### config.mk
export PLATFORM = sky130hd
export DESIGN_NAME = video_vblank_write_scheduler
export DESIGN_NICKNAME = d
export VERILOG_FILES = /design/src/rtl/video_vblank_write_scheduler.sv
export SDC_FILE = /design/constraint.sdc
export NUM_CORES = 1
export LEC_CHECK = 0
export CORE_ASPECT_RATIO = 1.1
export CORE_MARGIN = 8
export CORE_UTILIZATION = 30
export DETAILED_ROUTE_END_ITERATION = 16
export HOLD_SLACK_MARGIN = 0.02
export PLACE_DENSITY = 0.53
export SLEW_MARGIN = 20
export SYNTH_ARGS = -nofsm -noshare
export SYNTH_HDL_FRONTEND = slang
export SYNTH_SLANG_ARGS = --single-unit
### constraint.sdc
create_clock -name clk_sys -period 2.25 [get_ports clk_sys]
set_input_delay 0.3375 -clock clk_sys [delete_from_list [all_inputs] [get_ports clk_sys]]
set_output_delay 0.3375 -clock clk_sys [all_outputs]
set_load 0.03 [all_outputs]
### src/rtl/video_vblank_write_scheduler.sv
// video_vblank_write_scheduler: queues CPU video-register writes and replays them onto the
// video bus only during vertical blanking (or immediately in imm_mode), bounded per window.
module video_vblank_write_scheduler #(
    parameter int FIFO_AW   = 4,
    parameter int MAX_BURST = 8,
    parameter int ADDR_W    = 21
) (
    input  logic              clk_sys,
    input  logic              reset_sys_n,
    input  logic              req_wr,
    input  logic [ADDR_W-1:0] req_addr,
    input  logic [31:0]       req_data,
    input  logic              imm_mode,
    input  logic              flush,
    input  logic              ovf_clr,
    input  logic              frame_start,
    input  logic              frame_end,
    output logic              video_cs,
    output logic              video_wr,
    output logic [ADDR_W-1:0] video_addr,
    output logic [31:0]       video_wr_data,
    output logic [FIFO_AW:0]  level,
    output logic              busy,
    output logic              ovf,
    output logic              late
);
    localparam int DEPTH = 2 ** FIFO_AW;
    localparam logic [FIFO_AW:0] BURST = (FIFO_AW + 1)'(MAX_BURST);
    localparam logic [FIFO_AW:0] ONE   = (FIFO_AW + 1)'(1);

    typedef enum logic {IDLE, DRAIN} state_t;

    state_t             state_q, state_d;
    logic [1:0]         rst_sync_q, rst_sync_d;
    logic               rst_n_int;
    logic [FIFO_AW:0]   wr_ptr_q, wr_ptr_d, rd_ptr_q, rd_ptr_d, budget_q, budget_d, occ;
    logic [ADDR_W+31:0] mem_q [DEPTH];
    logic [ADDR_W+31:0] head;
    logic               full, empty, start, cut, pop, push, ovf_set, late_set;
    logic               video_cs_q, video_cs_d, ovf_q, ovf_d, late_q, late_d;
    logic [ADDR_W-1:0]  video_addr_q, video_addr_d;
    logic [31:0]        video_data_q, video_data_d;

    assign rst_n_int = rst_sync_q[1];

    // Queue status, drain arbitration and next-state computation
    always_comb begin
        rst_sync_d   = {rst_sync_q[0], 1'b1};
        occ          = wr_ptr_q - rd_ptr_q;
        empty        = wr_ptr_q == rd_ptr_q;
        full         = (wr_ptr_q[FIFO_AW] != rd_ptr_q[FIFO_AW]) &&
                       (wr_ptr_q[FIFO_AW-1:0] == rd_ptr_q[FIFO_AW-1:0]);
        head         = mem_q[rd_ptr_q[FIFO_AW-1:0]];
        start        = (state_q == IDLE) && !empty && !flush && (imm_mode || (frame_end && !frame_start));
        cut          = (state_q == DRAIN) && !flush && !imm_mode && frame_start;
        pop          = (state_q == DRAIN) && !flush && !cut && !empty;
        push         = req_wr && !flush && (!full || pop);
        ovf_set      = req_wr && !flush && full && !pop;
        late_set     = cut && (budget_q != '0);
        state_d      = start ? DRAIN : (pop && budget_q != ONE) ? DRAIN : IDLE;
        budget_d     = start ? ((occ < BURST) ? occ : BURST) : (state_d == DRAIN) ? budget_q - ONE : '0;
        wr_ptr_d     = push ? wr_ptr_q + ONE : wr_ptr_q;
        rd_ptr_d     = flush ? wr_ptr_q : pop ? rd_ptr_q + ONE : rd_ptr_q;
        ovf_d        = ovf_set || (ovf_q && !ovf_clr);
        late_d       = late_set || (late_q && !ovf_clr);
        video_cs_d   = pop;
        video_addr_d = pop ? head[ADDR_W+31:32] : video_addr_q;
        video_data_d = pop ? head[31:0] : video_data_q;
    end

    // Reset synchroniser: asserts asynchronously, releases on the clock
    always_ff @(posedge clk_sys or negedge reset_sys_n) begin
        if (!reset_sys_n) rst_sync_q <= '0;
        else rst_sync_q <= rst_sync_d;
    end

    // Queue storage; pointers alone define which entries are valid
    always_ff @(posedge clk_sys) begin
        if (push) mem_q[wr_ptr_q[FIFO_AW-1:0]] <= {req_addr, req_data};
    end

    // Control state, sticky flags and registered video bus outputs
    always_ff @(posedge clk_sys or negedge rst_n_int) begin
        if (!rst_n_int) begin
            state_q      <= IDLE;
            wr_ptr_q     <= '0;
            rd_ptr_q     <= '0;
            budget_q     <= '0;
            ovf_q        <= 1'b0;
            late_q       <= 1'b0;
            video_cs_q   <= 1'b0;
            video_addr_q <= '0;
            video_data_q <= '0;
        end else begin
            state_q      <= state_d;
            wr_ptr_q     <= wr_ptr_d;
            rd_ptr_q     <= rd_ptr_d;
            budget_q     <= budget_d;
            ovf_q        <= ovf_d;
            late_q       <= late_d;
            video_cs_q   <= video_cs_d;
            video_addr_q <= video_addr_d;
            video_data_q <= video_data_d;
        end
    end

    assign video_cs      = video_cs_q;
    assign video_wr      = video_cs_q;
    assign video_addr    = video_addr_q;
    assign video_wr_data = video_data_q;
    assign level         = wr_ptr_q - rd_ptr_q;
    assign busy          = state_q == DRAIN;
    assign ovf           = ovf_q;
    assign late          = late_q;
endmodule

; ---- After elaboration in Yosys (flattened, before gate mapping)
; Memory sizes are Yosys's and may differ from the RTL's. A register that Yosys moved wholly into a read port is not among the register bits.
; Index checks and enable logic that the tools add are counted.
[op_classes]
add_sub_neg = 4
mux = 9
bitwise = 1
n_lt_le_gt_ge = 1
n_reduce_logical = 33
n_eq_ne = 4
[op_table]
columns = operator, count
row1 = two-way mux 5 bit, 5
row2 = logical AND 1 bit, 18
row3 = "adder 5 x 1 -> 5 bit, second input constant", 2
row4 = logical NOT 1 bit, 9
row5 = == test 5 bit, 1
row6 = "less-than comparator 5 x 4 -> 1 bit, second input constant", 1
row7 = "!= test 5 x 1 -> 1 bit, second input constant", 1
row8 = nonzero test 5 bit, 1
row9 = "subtractor 5 x 1 -> 5 bit, second input constant", 1
row10 = subtractor 5 bit, 1
row11 = == test 4 bit, 1
row12 = logical OR 1 bit, 4
row13 = two-way mux 1 bit, 4
row14 = nonzero test 2 bit, 1
row15 = != test 1 bit, 1
row16 = inverter 1 bit, 1
[word_totals]
output_inout_bits = 63
mem_count = 1
mem_bits_rw = 848
reg_bits = 21
word_cells = 61
[memory_table]
columns = memory, depth, word_bits, rd, rd_clocked_by_memory_dff, write_ports, line
row1 = mem_q, 16, 53, 1, 1, 1, 37  ; logic [ADDR_W+31:0] mem_q [DEPTH];

; ---- Longest topological paths before layout
; Gate-level depths: netlist of the first run.
[logic_depth]
ltp_word = 12
ltp_mapped = 13
mapped_depth_nobuf = 8

; ---- Worst setup path after synthesis of the first run
; OpenSTA, ideal clock, no wires.
[synth_timing]
kind = register to register
start = reg rd_ptr_q[3]
end = mem mem_q[3][0] (netlist name), enable pin
n_path_buf = 5
setup_time_ps = 529
t_required_ps = 1721
path_stages_with_launch = 12
slack_ps = -3965
t_arrival_ps = 5686
path_cell_list = dfrtp_1 > buf_2 > buf_4 > buf_2 > buf_2 > inv_1 > ha_1 > and4_1 > buf_2 > o211ai_1 > nand3_1 > nor3_1
[synth_via]
elab_chain_len = 7
[synth_lines]
columns = item, line
row1 = "start, declared", 36  ; logic [FIFO_AW:0] wr_ptr_q, wr_ptr_d, rd_ptr_q, rd_ptr_d, budget_q, budget_d, occ;
row2 = "start signal, assigned", 97  ; rd_ptr_q <= rd_ptr_d;
row3 = == test 5 bit / == test 4 bit (equally long branches), "50, 52"
row4 = logical NOT 1 bit / logical AND 1 bit (equally long branches), "56, 51"
row5 = logical AND 1 bit / logical NOT 1 bit (equally long branches), "56, 57"
row6 = logical OR 1 bit (*), 57  ; push = req_wr && !flush && (!full || pop);
row7 = logical AND 1 bit (*), 57
row8 = two-way mux 1 bit (*), 79  ; if (push) mem_q[wr_ptr_q[FIFO_AW-1:0]] <= {req_addr, req_data};
row9 = two-way mux 1 bit (implied by the code) (*), 79
row10 = "end, declared", 37
; Mark *: on every way between the ends. The rest lies on a longest branch, timed or not.

; ---- Worst setup path in the final report of the first run
[layout_timing]
start = reg rd_ptr_q[0]
end = mem mem_q[10][13] (netlist name), enable pin
; The elaborated chain is that of the path after synthesis.

==> results of run 1 <==
per-layer routing:
layer | track usage, % | vias up
met5 | 0 | -
met4 | 4.81 | 4
met3 | 2.69 | 135
met2 | 26.0 | 556
met1 | 19.6 | 9861
li1 | - | 7494
power by group:
part	internal (mW)	total, mW	switching [mW]
combinational	8.92	18.3	9.37
sequential	20.2	20.9	0.701
clock	8.82	15.3	6.51
total	37.9	54.5	16.6
worst register-to-register path, stage by stage, from the launching register on:
cell and delay, ns:
dfrtp_4 0.50, ha_4 0.28, and4_4 0.23, o211ai_1 0.11, buf_4 0.20, buf_6 0.12
and2_4 0.15, buf_6 0.12, buf_6 0.10, and3_4 0.17, buf_12 0.16, clkbuf_16 0.18
layout make-up:
cell class | instances | area, um2 | area share (%)
clock buffer | 133 | 2660 | 5.76
clock inverter | 43 | 360 | 0.779
tap | 1529 | 1910 | 4.14
sequential | 922 | 27300 | 59.1
timing repair buffer | 424 | 6460 | 14.0
inverter | 15 | 60.1 | 0.130
multi-input combinational | 535 | 7460 | 16.1
timing repair:
item | in CTS | in global routing
gates resized for setup | 201 | 80
buffers inserted | 123 | 38
gates cloned | 74 | 19
pin swaps | 13 | 8
endpoints found under the hold margin | 2 | 0
hold buffers | 1 | 0
setup endpoints to repair | 904 | 914
sequential cells by signal, summed over array words and instances (netlist names), 2 cells and up:
name and flops:
budget_q 5, mem_q 848, rd_ptr_q 5, rst_sync_q 2
video_addr 21, video_wr_data 32, wr_ptr_q 5
cell families (layout without fill, tap and decap cells):
logic type	count (synthesis)	after routing
AO/OA/AOI/OAI	185	185
XOR/XNOR	13	13
adder cells (fa/ha/maj)	13	13
buffers and inverters	102	615
flip-flops	922	922
multiplexers	266	266
other	1	1
AND/OR/NAND/NOR	56	57
how the worst max path moves through the flow:
stage / end / slack, ns / from / cells past startpoint
after floorplan: mem_q[3][0]$_DFFE_PP_ / -1.33 / rd_ptr_q[3]$_DFFE_PN0P_ / 11
after global placement: mem_q[9][28]$_DFFE_PP_ / -0.35 / flush / 8
after detailed placement: mem_q[9][30]$_DFFE_PP_ / -0.33 / flush / 8
after CTS: level[4] / -0.31 / wr_ptr_q[0]$_DFFE_PN0P_ / 8
after global routing: mem_q[10][10]$_DFFE_PP_ / -0.38 / rd_ptr_q[0]$_DFFE_PN0P_ / 11
final: mem_q[10][13]$_DFFE_PP_ / -0.33 / rd_ptr_q[0]$_DFFE_PN0P_ / 11
layout by cell type, fill, tap and decap left out, types with 5 or more instances in the layout:
cell type and n:
inv_2 5, clkbuf_8 10, xnor2_1 9, o21ai_1 5, clkinv_1 15, nand2_1 9, nor2b_1 5, ha_1 8
mux2_2 53, mux4_2 212, buf_4 66, buf_16 45, clkbuf_1 26, buf_6 38, buf_8 20, dfrtp_1 71
and3_4 14, buf_12 119, clkbuf_16 114, o22ai_1 86, bufinv_16 5, inv_1 9, edfxtp_1 848, clkinv_2 17
clkdlybuf4s50_1 118, a21oi_1 53, o22ai_2 21, nor2_1 5
per-stage QoR:
step / hold WS, ns / utilization [%]
after floorplan: 0.0419 / -
after global placement: 0.339 / 34.1
after detailed placement: 0.338 / 34.1
after CTS: 0.277 / 40.1
after global routing: 0.302 / 39.9
final: 0.314 / 39.9
==> results.md, run 1 <==
- In the detailed route, the total length drawn on met2 is between 50 and 60 mm.
- Based on the critical path, the design can be clocked at up to 387 MHz.
- Measured in cells, the most critical reg-to-reg path has a length of 11.
- The number of hold violations in the final report is 0.
- In the detailed route, the total length drawn on met3 is 5.40 mm.
- On the worst path, the slowest cell contributes a delay of ~0.5 ns.
- The sequential-to-total area share from yosys stat is between 70% and 80%.
- The netlist uses 46 different library cells.
- The maximum number of pins on one net before global-route repair is a little over 100.
- The cell class contributing the biggest share of worst-path delay is buffers and inverters.
- The flow ran to the end, but the final reports show violations.
- STA puts the critical path data required time at between 2 and 3 ns.
- The final critical path time including I/O delays and setup is roughly 2.6 ns.
- The total of endpoints with negative setup slack in the final report is between 800 and 900.
- The total routing resource utilization after global routing is 15.2%.
- The detailed-route wire length on metal 1 is between 40 and 50 mm.
- Among all flip-flop cells after synthesis, the most frequent one is edfxtp_1.
- Before antenna repair, the detailed router went through 5 iterations.
- The share of synthesized cell area in and, or, nand and nor gates is less than 1%.
- After synthesis the netlist holds a flip-flop and latch count of 922.
- Across the run, the number of max-cap violations was 0.
- The reg-to-reg endpoint is mem_q[10][13]$_DFFE_PP_.
- The core region is about 0.12 mm2.
- The global-route congestion overflow total is 0.
- The clock transition time at the flip-flop clock pins of the worst setup and hold paths is around 0.060 ns.
- Total power for the finished layout comes to 54.5 mW.
- For this design the ratio of total power to cell area is 1180 mW/mm2.
- The setup check on the worst reg-to-reg path leaves a slack of -0.33 ns.
- After synthesis the cells add up to 0.0351 mm2.
- The critical path capture point type is a flop.
- The area share of the largest cell type after synthesis is between 70% and 80%.
- For the final routed database, the setup TNS stands at -150.15 ns.
- The average detailed-routed wire length per instance is about 28 um.
- Clock tree synthesis selected as its root buffer the cell clkbuf_16.
- TritonCTS built the clock tree.
- The sum of routed wire length over all layers is between 100 and 150 mm.
- The gate count after technology mapping is about 1600.
- Of all nets on the critical path, the largest fanout is 5.
- Relative to the synthesized area, the layout overhead comes to 31.8%.
- The most frequent cell after synthesis is edfxtp_1.
- The slack of the critical path is -0.331 ns.
- Along the worst hold path, the cell count comes to 2.
- The die extent in y is 375 um.
- When the netlist entered floorplanning its net count stood at roughly 1600.
- Counting tap cells, the placed design contains a total of roughly 3200 instances.
- The slew of the pin with the lowest slew margin is between 0.8 and 0.9 ns.
- The largest family of logic cells by synthesized area is multiplexers.
- The longest clock path from root to sink contains 3 buffers.
- Traced cell by cell, the critical path runs through ha_4 -> and4_4 -> o211ai_1 -> buf_4 -> buf_6 -> and2_4 -> buf_6 -> buf_6 -> and3_4 -> buf_12 -> clkbuf_16.
- Timing analysis after detailed placement gives a worst setup slack of -0.326 ns.
- The xor and xnor fraction of the mapped netlist area is less than 1%.
- In this run, the number of DRC markers left after iteration 0 of detailed routing was around 1400.
- The critical path contains buffers and inverters numbering 6 combined.
- Sorting the synthesized cells by area gives the leading types as edfxtp_1, mux4_2, dfrtp_1.
- The dominant cell type by area after synthesis is edfxtp_1.
- The data arrival time of the critical path is 2.99 ns.
- The cell at the slowest stage of the critical path is dfrtp_4.
- The worst hold path startpoint is ovf_clr.
- Row generation in the floorplan step produced 131 rows.
- The number of antenna violations at the first check in global routing is 3.
- The max-slew headroom at the worst pin is about 43%.
- The async set-or-reset flop fraction in the synthesized netlist is 8.03%.
- The number of input and output port buffers inserted is 123.
- In the synthesized netlist, mux cells make up between 15 and 20% of the area.
- The arithmetic-cell share of the synthesized area counting full adders, half adders and majority gates is less than 1%.
- Summing all non-filler instances in the final layout gives an area of around 0.046 mm2.
- The first global-routing pass estimated approximately 140 mm of wire.
- The I/O pin count is between 100 and 150.
- The die covers 0.128 mm2.
- The worst register-to-register path begins at rd_ptr_q[0]$_DFFE_PN0P_.
- The H-tree generated during clock tree synthesis spans 3 levels.
- The final max-slew violation count is 0.
- The sink of the worst hold path is ovf$_DFF_PN0_.
- The post-route netlist has ~37% of its cells at a drive strength greater than 1.
- The worst IR drop on VDD is ~760 uV.
- For this configuration, the core starts out at a cell density of 30.2%.
- In this run the remaining antenna-violating nets after routing total 0.
- Across all layers, the routed design uses between 15000 and 20000 vias.
- The fraction of the mapped netlist area in compound gates is approximately 3.4%.
- The number of clock buffers inserted by TritonCTS is 94.
- Summed over all cells, the static leakage comes to about 15 nW.
- Counting flops with a built-in enable in the synthesized netlist gives between 800 and 900.
- The total inserted antenna cells is 0.
- For this design, the sink count on the clock tree is about 900.
- The worst setup path is launched from a flop.
- The placed wire-length estimate after detailed placement is 50.6 mm.
- The detailed router used layers up to and including met5.
- The die is 342 um wide.
- The class of the tightest hold or removal check is in2reg.
- The clock tree skew after final layout is between 0.03 and 0.04 ns.
- The Yosys warning count is 0.
- After detailed placement, the total cell area comes to ~0.040 mm2.
- Setup repair after global routing could not meet its margin everywhere.
- The detailed-route vias per instance is 5.01.
- The critical path is of the reg2reg type.
- After the last flow step, the layout net total stands at between 2000 and 2500.
- The final critical path takes up 115% of the cycle.
- By count the netlist is led by edfxtp_1, mux4_2, o22ai_1.
- The checks that failed: setup timing.
- The library cell appearing most often on the critical path is buf_6.
- For this run, design rule violations remaining after detail routing come to 0.
- The weighted congestion at the end of routability-driven global placement is a little over 0.7.
- The later-pin clock latency in the skew report is between 0.6 and 0.7 ns.
- The synthesized area divided by synthesized cell count is around 23 um2.
- The via count of the first global-routing pass is about 19000.
- The post-layout instance count excluding filler cells is about 3600.
- The filler cells instantiated in the layout total about 10000.
No activity file was read; power rests on OpenSTA's default activity.
==> inputs of run 2 (changes only) <==
Settings changed: SETUP_SLACK_MARGIN from default to 0.02.
==> results.md, run 2 (synthesized netlist as in run 1, its figures left out) <==
- The run finished, with violations left.
- The final reports fail on setup timing.
- The sum of routed wire length over all layers is around 100 mm.
- The total routing resource utilization after global routing is between 10 and 15%.
- The total of fill cells in the finished design is between 10000 and 15000.
- The later-pin clock latency in the skew report is between 0.6 and 0.7 ns.
- The global-route congestion overflow total is 0.
- The number of clock buffers inserted by TritonCTS is 94.
- The startpoint of the lowest-slack register-to-register path is rd_ptr_q[3]$_DFFE_PN0P_.
- In the layout the commonest cells are edfxtp_1, mux4_2, clkbuf_16.
- The class of the tightest hold or removal check is in2reg.
- The most used routing layer is met2.
- The detailed-routing iteration count for the pre-antenna-repair pass is 4.
- Subtracting the final worst setup slack from the clock period gives roughly 2.5 ns.
- The flip-flop count of the largest register, all copies and words added is 848.
- Headroom to the max-slew limit came out at about 44%.
- The total vias in the final route is 18009.
- The leakage power is about 15 nW.
- The placed wire-length estimate after detailed placement is a little over 50 mm.
- The critical path capture point type is a flop.
- The post-route core utilization is about 40%.
- The final worst hold slack is roughly 0.33 ns.
- Port buffering added 123 buffers.
- The delay of the slowest cell on the worst path is around 0.48 ns.
- The die covers approximately 0.13 mm2.
- The number of antenna diodes in the final layout is 0.
- For met2 alone, demand over resource in global routing was between 20% and 30%.
- The clock net sink count is between 900 and 1000.
- The clock transition time at the flip-flop clock pins of the worst setup and hold paths is roughly 0.060 ns.
- The layout overhead on the synthesized area is 32.5%.
- After layout, the worst setup slack is -0.266 ns.
- The library cell appearing most often on the critical path is buf_6.
- The detailed-route vias per instance is 4.99.
- The via count of the first global-routing pass is 18877.
- The number of H-tree levels is 3.
- The share of the clock period used by the worst path is 112%.
- The total power is approximately 55 mW.
- The final max-slew violation count came to 0.
- The upper clock frequency limit is 397 MHz.
- The slew of the pin with the lowest slew margin is 0.837 ns.
- Routability-driven placement finished with a final weighted congestion of 0.719.
- The starting density of the core is 30.2%.
- The data required time at the worst endpoint is ~2.6 ns.
- Traced cell by cell, the critical path runs through inv_2 -> ha_4 -> and4_4 -> o211ai_1 -> buf_4 -> and2_4 -> buf_12 -> buf_6 -> and3_4 -> buf_6 -> clkbuf_16.
- In this run the worst path has a maximum fanout of 6.
- The tool flagged a number of max-cap violations equal to 0.
- The setup slack of the worst register-to-register path is -0.27 ns.
- The placeable core area is ~0.12 mm2.
- Setup repair after global routing could not meet its margin everywhere.
- The clock tree root driver cell is clkbuf_16.
- The launch point of the critical path is rd_ptr_q[3]$_DFFE_PN0P_.
- After the first detailed-routing iteration, the DRC count stood at around 1400.
- The worst IR drop on VDD is 775 uV.
- The die is roughly 370 um tall.
- Measured along the x axis, the die boundary spans 342 um.
- The I/O pin count is about 120.
- The number of remaining DRC errors is 0.
- TritonCTS built the clock tree.
- The areal power density over the cells is ~1200 mW/mm2.
- The global-route wire length before repair is around 140 mm.
- In the global route stage, met3 resource usage came out at under 10%.
- The number of antenna violations at the first check in global routing was 2.
- The share of post-route cells with drive strength above 1 is 38.7%.
- Entering global routing, the biggest net connects ~100 pins.
- The maximum clock path buffer count is 3.
- The count of standard-cell rows is ~130.
- The data arrival time of the critical path is 2.88 ns.
- The worst hold path startpoint is ovf_clr.
- The total of endpoints with negative setup slack in the final report is 878.
- The element type at the critical path start is a flop.
- The number of hold violations in the final report is 0.
- The layout net count is between 2000 and 2500.
- In the global route stage, met1 resource usage came out at around a fifth.
- The clock tree skew after final layout is roughly 0.023 ns.
- The setup path with the least slack is of type reg2reg.
- The library cell used most frequently in the layout, excluding fill and tap cells, is edfxtp_1.
- After routing, the total negative slack on setup checks comes to -117.58 ns.
- The slowest stage of the critical path is the dfrtp_4 cell.
- The final antenna-violating net count is 0.
- The average detailed-routed wire length per instance is between 20 and 30 um.
-- run 2: per-stage QoR --
stage / worst slack (ns) / instances / cell area, um2
6_report: -0.266 / 3606 / 46500
2_1_floorplan: -1.33 / 1558 / 35300
3_5_place_dp: -0.326 / 3244 / 39500
3_3_place_gp: -0.352 / 3244 / 39500
4_1_cts: -0.307 / 3572 / 45700
5_1_grt: -0.316 / 3606 / 46500
-- run 2: final timing paths --
path | endpoint | cells past startpoint
min in group asynchronous | rst_sync_q[1]$_DFF_PN0_ | 2
worst min register to register | rst_sync_q[1]$_DFF_PN0_ | 0
worst max register to register | mem_q[2][10]$_DFFE_PP_ | 11
worst min-delay path | ovf$_DFF_PN0_ | 2
worst max-delay path | mem_q[2][10]$_DFFE_PP_ | 11
max in group asynchronous | video_wr_data[11]$_DFFE_PN0P_ | 1
-- run 2: what timing repair did --
item	4_1_cts	5_1_grt
setup endpoints to repair	910	913
hold buffers	1	0
resized for setup	130	149
cloned	57	41
setup buffers	98	46
endpoints found under the hold margin	2	0
pin swaps	13	12
-- run 2: cell type report --
cell class	instances	area, um2	area share [%]
flip-flops and latches	922	27300	58.7
clock inverters	43	360	0.775
well taps	1529	1910	4.11
repair buffers	430	6580	14.2
multi-input cells	534	7610	16.4
inverters	15	60.1	0.129
clock buffers	133	2660	5.72
-- run 2: critical path, delay by kind of cell, from the launching register on --
family          cells  cell delay, ns
fa+ha+maj           1            0.19
simple gates        3            0.64
buf+inv             6            0.79
flops               1            0.48
compound gates      1            0.11
-- run 2: layer usage --
metal  part of all wire, %  routed length (um)  up-vias
met5                 0.027                  27        -
met3                   5.1                5200      129
met1                    41               41800     9843
met2                    51               52000      522
li1                      -                   -     7511
met4                   2.3                2320        4
-- run 2: power by group --
part / internal, mW / total [mW] / switching, mW
Clock: 8.82 / 15.3 / 6.50
Combinational: 9.47 / 19.2 / 9.76
Sequential: 20.2 / 20.9 / 0.715
==> inputs of run 3 (changes only) <==
Settings changed: CAP_MARGIN from default to 20, CORE_UTILIZATION 30 to 43, PLACE_DENSITY 0.53 to 0.68.
==> results.md, run 3 (synthesized netlist as in run 1, its figures left out) <==
- The flow ran to the end, but the final reports show violations.
- The checks that failed: setup timing.
- On the final layout, the worst hold slack is approximately 0.29 ns.
- The congestion estimate from routability-driven global placement came to 0.770.
- The die covers between 0.09 and 0.1 mm2.
- Across the whole layout, storage elements account for about 0.027 mm2.
- For met2 alone, demand over resource in global routing was about 33%.
- The number of remaining DRC errors is 0.
- The top cell types in the final layout, fill and taps aside, are edfxtp_1, mux4_2, clkbuf_16.
- STA classifies the critical path startpoint as a flop.
- The later pin in the worst-skew pair is clocked with a latency of 0.66 ns.
- The number of antenna violations at the first check in global routing is 3.
- In the routed layout, each cell is associated on average with a via count of 5.95.
- The maximum clock path buffer count is 3.
- Setup repair after global routing could not meet its margin everywhere.
- Entering global routing, the biggest net connects approximately 110 pins.
- The number of H-tree levels is 3.
- The worst setup path is of the reg2reg kind.
- The max-slew headroom at the worst pin is between 40 and 50%.
- At the worst endpoint, the arrival time is roughly 2.9 ns.
- In the final layout, the share of cells above drive strength 1 is 37.4%.
- The share of total power consumed by net switching is between 30% and 40%.
- The global routing usage on met3 is 4.75%.
- Summing all multi-input logic gate instances after layout gives 0.00741 mm2.
- The combinational power share is 33.9%.
- The initialized floorplan defines 110 standard-cell rows.
- The final antenna-violating net count is 0.
- The layout overhead on the synthesized area is 29.5%.
- The number of hold violations in the final report came to 0.
- Detailed placement ended at an HPWL of around 46 mm.
- Before CTS, the worst setup slack after placement is -0.242 ns.
- The post-layout instance count excluding filler cells is approximately 3100.
- Subtracting the final worst setup slack from the clock period gives between 2 and 3 ns.
- The net count of the finished layout is 2055.
- The total power is 55.1 mW.
- STA puts the critical path data required time at 2.60 ns.
- Summed over all layers, the global routing overflow is 0.
- The die is about 320 um tall.
- The flip-flop count of the largest register, all copies and words added is 848.
- Setup violations remaining at the end of the flow were counted as between 800 and 900.
- The width of the die is approximately 290 um.
- The number of input and output port buffers inserted is between 100 and 150.
- The total vias in the final route is between 15000 and 20000.
- The setup slack of the worst register-to-register path is -0.28 ns.
- The share of the clock period used by the worst path is 112%.
- TritonCTS built the clock tree.
- The power share of the clock group is roughly 28%.
- Across all setup checks in the final design, the least slack found is -0.280 ns.
- The detailed router finished its first iteration with approximately 2100 violations.
- The slew of the pin with the lowest slew margin is 0.794 ns.
- The peak fanout along the critical path is 7.
- met2 is the most crowded layer.
- Across the run, the number of max-cap violations was 0.
- Registers are responsible for ~38% of the overall power.
- For this design the ratio of total power to cell area is 1210 mW/mm2.
- In this run the static leakage power is 15.0 nW.
- The leading cell type in the layout, fill and taps excluded is edfxtp_1.
- The number of clock buffers inserted by TritonCTS is 90.
- The global-route wire length before repair is 129 mm.
- The min-delay analysis places its worst path in the category in2reg.
- The placeable core area is a little over 0.08 mm2.
- The detailed-routing iteration count for the pre-antenna-repair pass is 6.
- In the global route stage, overall resource usage came out at 19.5%.
- The clock net sink count is around 900.
- Counting tap cells, the placed design contains a total of 2772 instances.
- The upper clock frequency limit is between 300 and 400 MHz.
- Cell internal power was estimated by the tool at roughly 38 mW.
- After clock tree synthesis, the clock-pin slew on the worst setup and hold paths is around 0.070 ns.
- Between clock sinks in the finished design, the worst skew comes to around 0.037 ns.
- The final max-slew violation count is 0.
- After detailed routing, the average wire length per cell comes to approximately 32 um.
- The switching power is between 15 and 20 mW.
- The worst IR drop on VDD is around 1100 uV.
- The total of fill cells in the finished design is about 5700.
- The via count of the first global-routing pass is approximately 19000.
- In this run the clock root is driven by a clkbuf_16.
- STA classifies the critical path endpoint as a flop.
- For this configuration, the core starts out at a cell density of between 40% and 50%.
- The sum of routed wire length over all layers is about 100 mm.
- The global routing usage on met1 is between 20% and 30%.
- around 120 I/O pins were placed.
run 3: cell count changes in the layout (fill, tap and decap cells not counted), sizes merged:
cell           before  now
bufinv              5   12
bufbuf              0    1
buf               276  269
clkdlybuf4s50     117  118
clkinv             34   42
clkinvlp            2    5
clkbuf            168  136
dlymetal6s2s        1    0
diode               0    2
run 3: worst paths after layout:
check                                        start                             to  cells after the start
max in group asynchronous  rst_sync_q[1]$_DFF_PN0_        rd_ptr_q[3]$_DFFE_PN0P_                      1
setup / recovery           rd_ptr_q[0]$_DFFE_PN0P_        mem_q[10][19]$_DFFE_PP_                     11
hold reg to reg            rst_sync_q[0]$_DFF_PN0_        rst_sync_q[1]$_DFF_PN0_                      0
setup reg to reg           rd_ptr_q[0]$_DFFE_PN0P_        mem_q[10][19]$_DFFE_PP_                     11
min in group asynchronous  rst_sync_q[1]$_DFF_PN0_  video_wr_data[17]$_DFFE_PN0P_                      1
hold / removal                             ovf_clr                  ovf$_DFF_PN0_                      2
run 3: what timing repair did:
item	in CTS	in global routing
setup buffers	64	50
gates resized for setup	130	92
pin swaps	7	6
cloned	49	38
hold buffers	1	0
endpoints found under the setup margin	904	908
endpoints found under the hold margin	2	0
run 3: power groups by stage:
| stage | Combinational, mW | Sequential [mW] | Clock (mW) |
|---|---|---|---|
| floorplan | 9.35 | 21.9 | 0 |
| global placement | 15.5 | 21.1 | 0 |
| detailed placement | 15.6 | 21.1 | 0 |
| CTS | 18.0 | 20.8 | 15.6 |
| global route | 19.6 | 21.0 | 16.4 |
| finish | 18.7 | 20.8 | 15.6 |
run 3: stage by stage:
step	utilization, %	TNS (ns)	cell area (um2)
floorplan	-	-599.13	35300
global placement	47.6	-120.62	38800
detailed placement	47.6	-167.64	38800
CTS	54.3	-128.72	44200
global route	55.9	-184.38	45400
finish	55.9	-120.10	45400
run 3: layout make-up:
cell class | count | share of cell area (%)
timing repair buffer | 418 | 13.7
antenna | 2 | 0.0110
sequential | 922 | 60.1
multi-input combinational | 534 | 16.3
clock buffer | 107 | 5.26
tap | 1064 | 2.93
inverter | 15 | 0.132
clock inverter | 61 | 1.48
run 3: routing by layer:
metal,part of all wire [%],up-vias,wire length [um]
li1,-,7482,-
met1,36,9777,35600
met2,51,1128,50200
met3,10,193,10000
met4,3.4,4,3370
met5,0.028,-,28
run 3: worst max-delay path, cell delays in order, from the launching register on:
cell      delay (ns)
dfrtp_4         0.49
ha_4            0.23
and4_4          0.18
o211ai_1        0.08
buf_4           0.16
and2_4          0.20
buf_6           0.12
buf_6           0.10
buf_6           0.08
and3_4          0.23
buf_12          0.17
buf_12          0.15
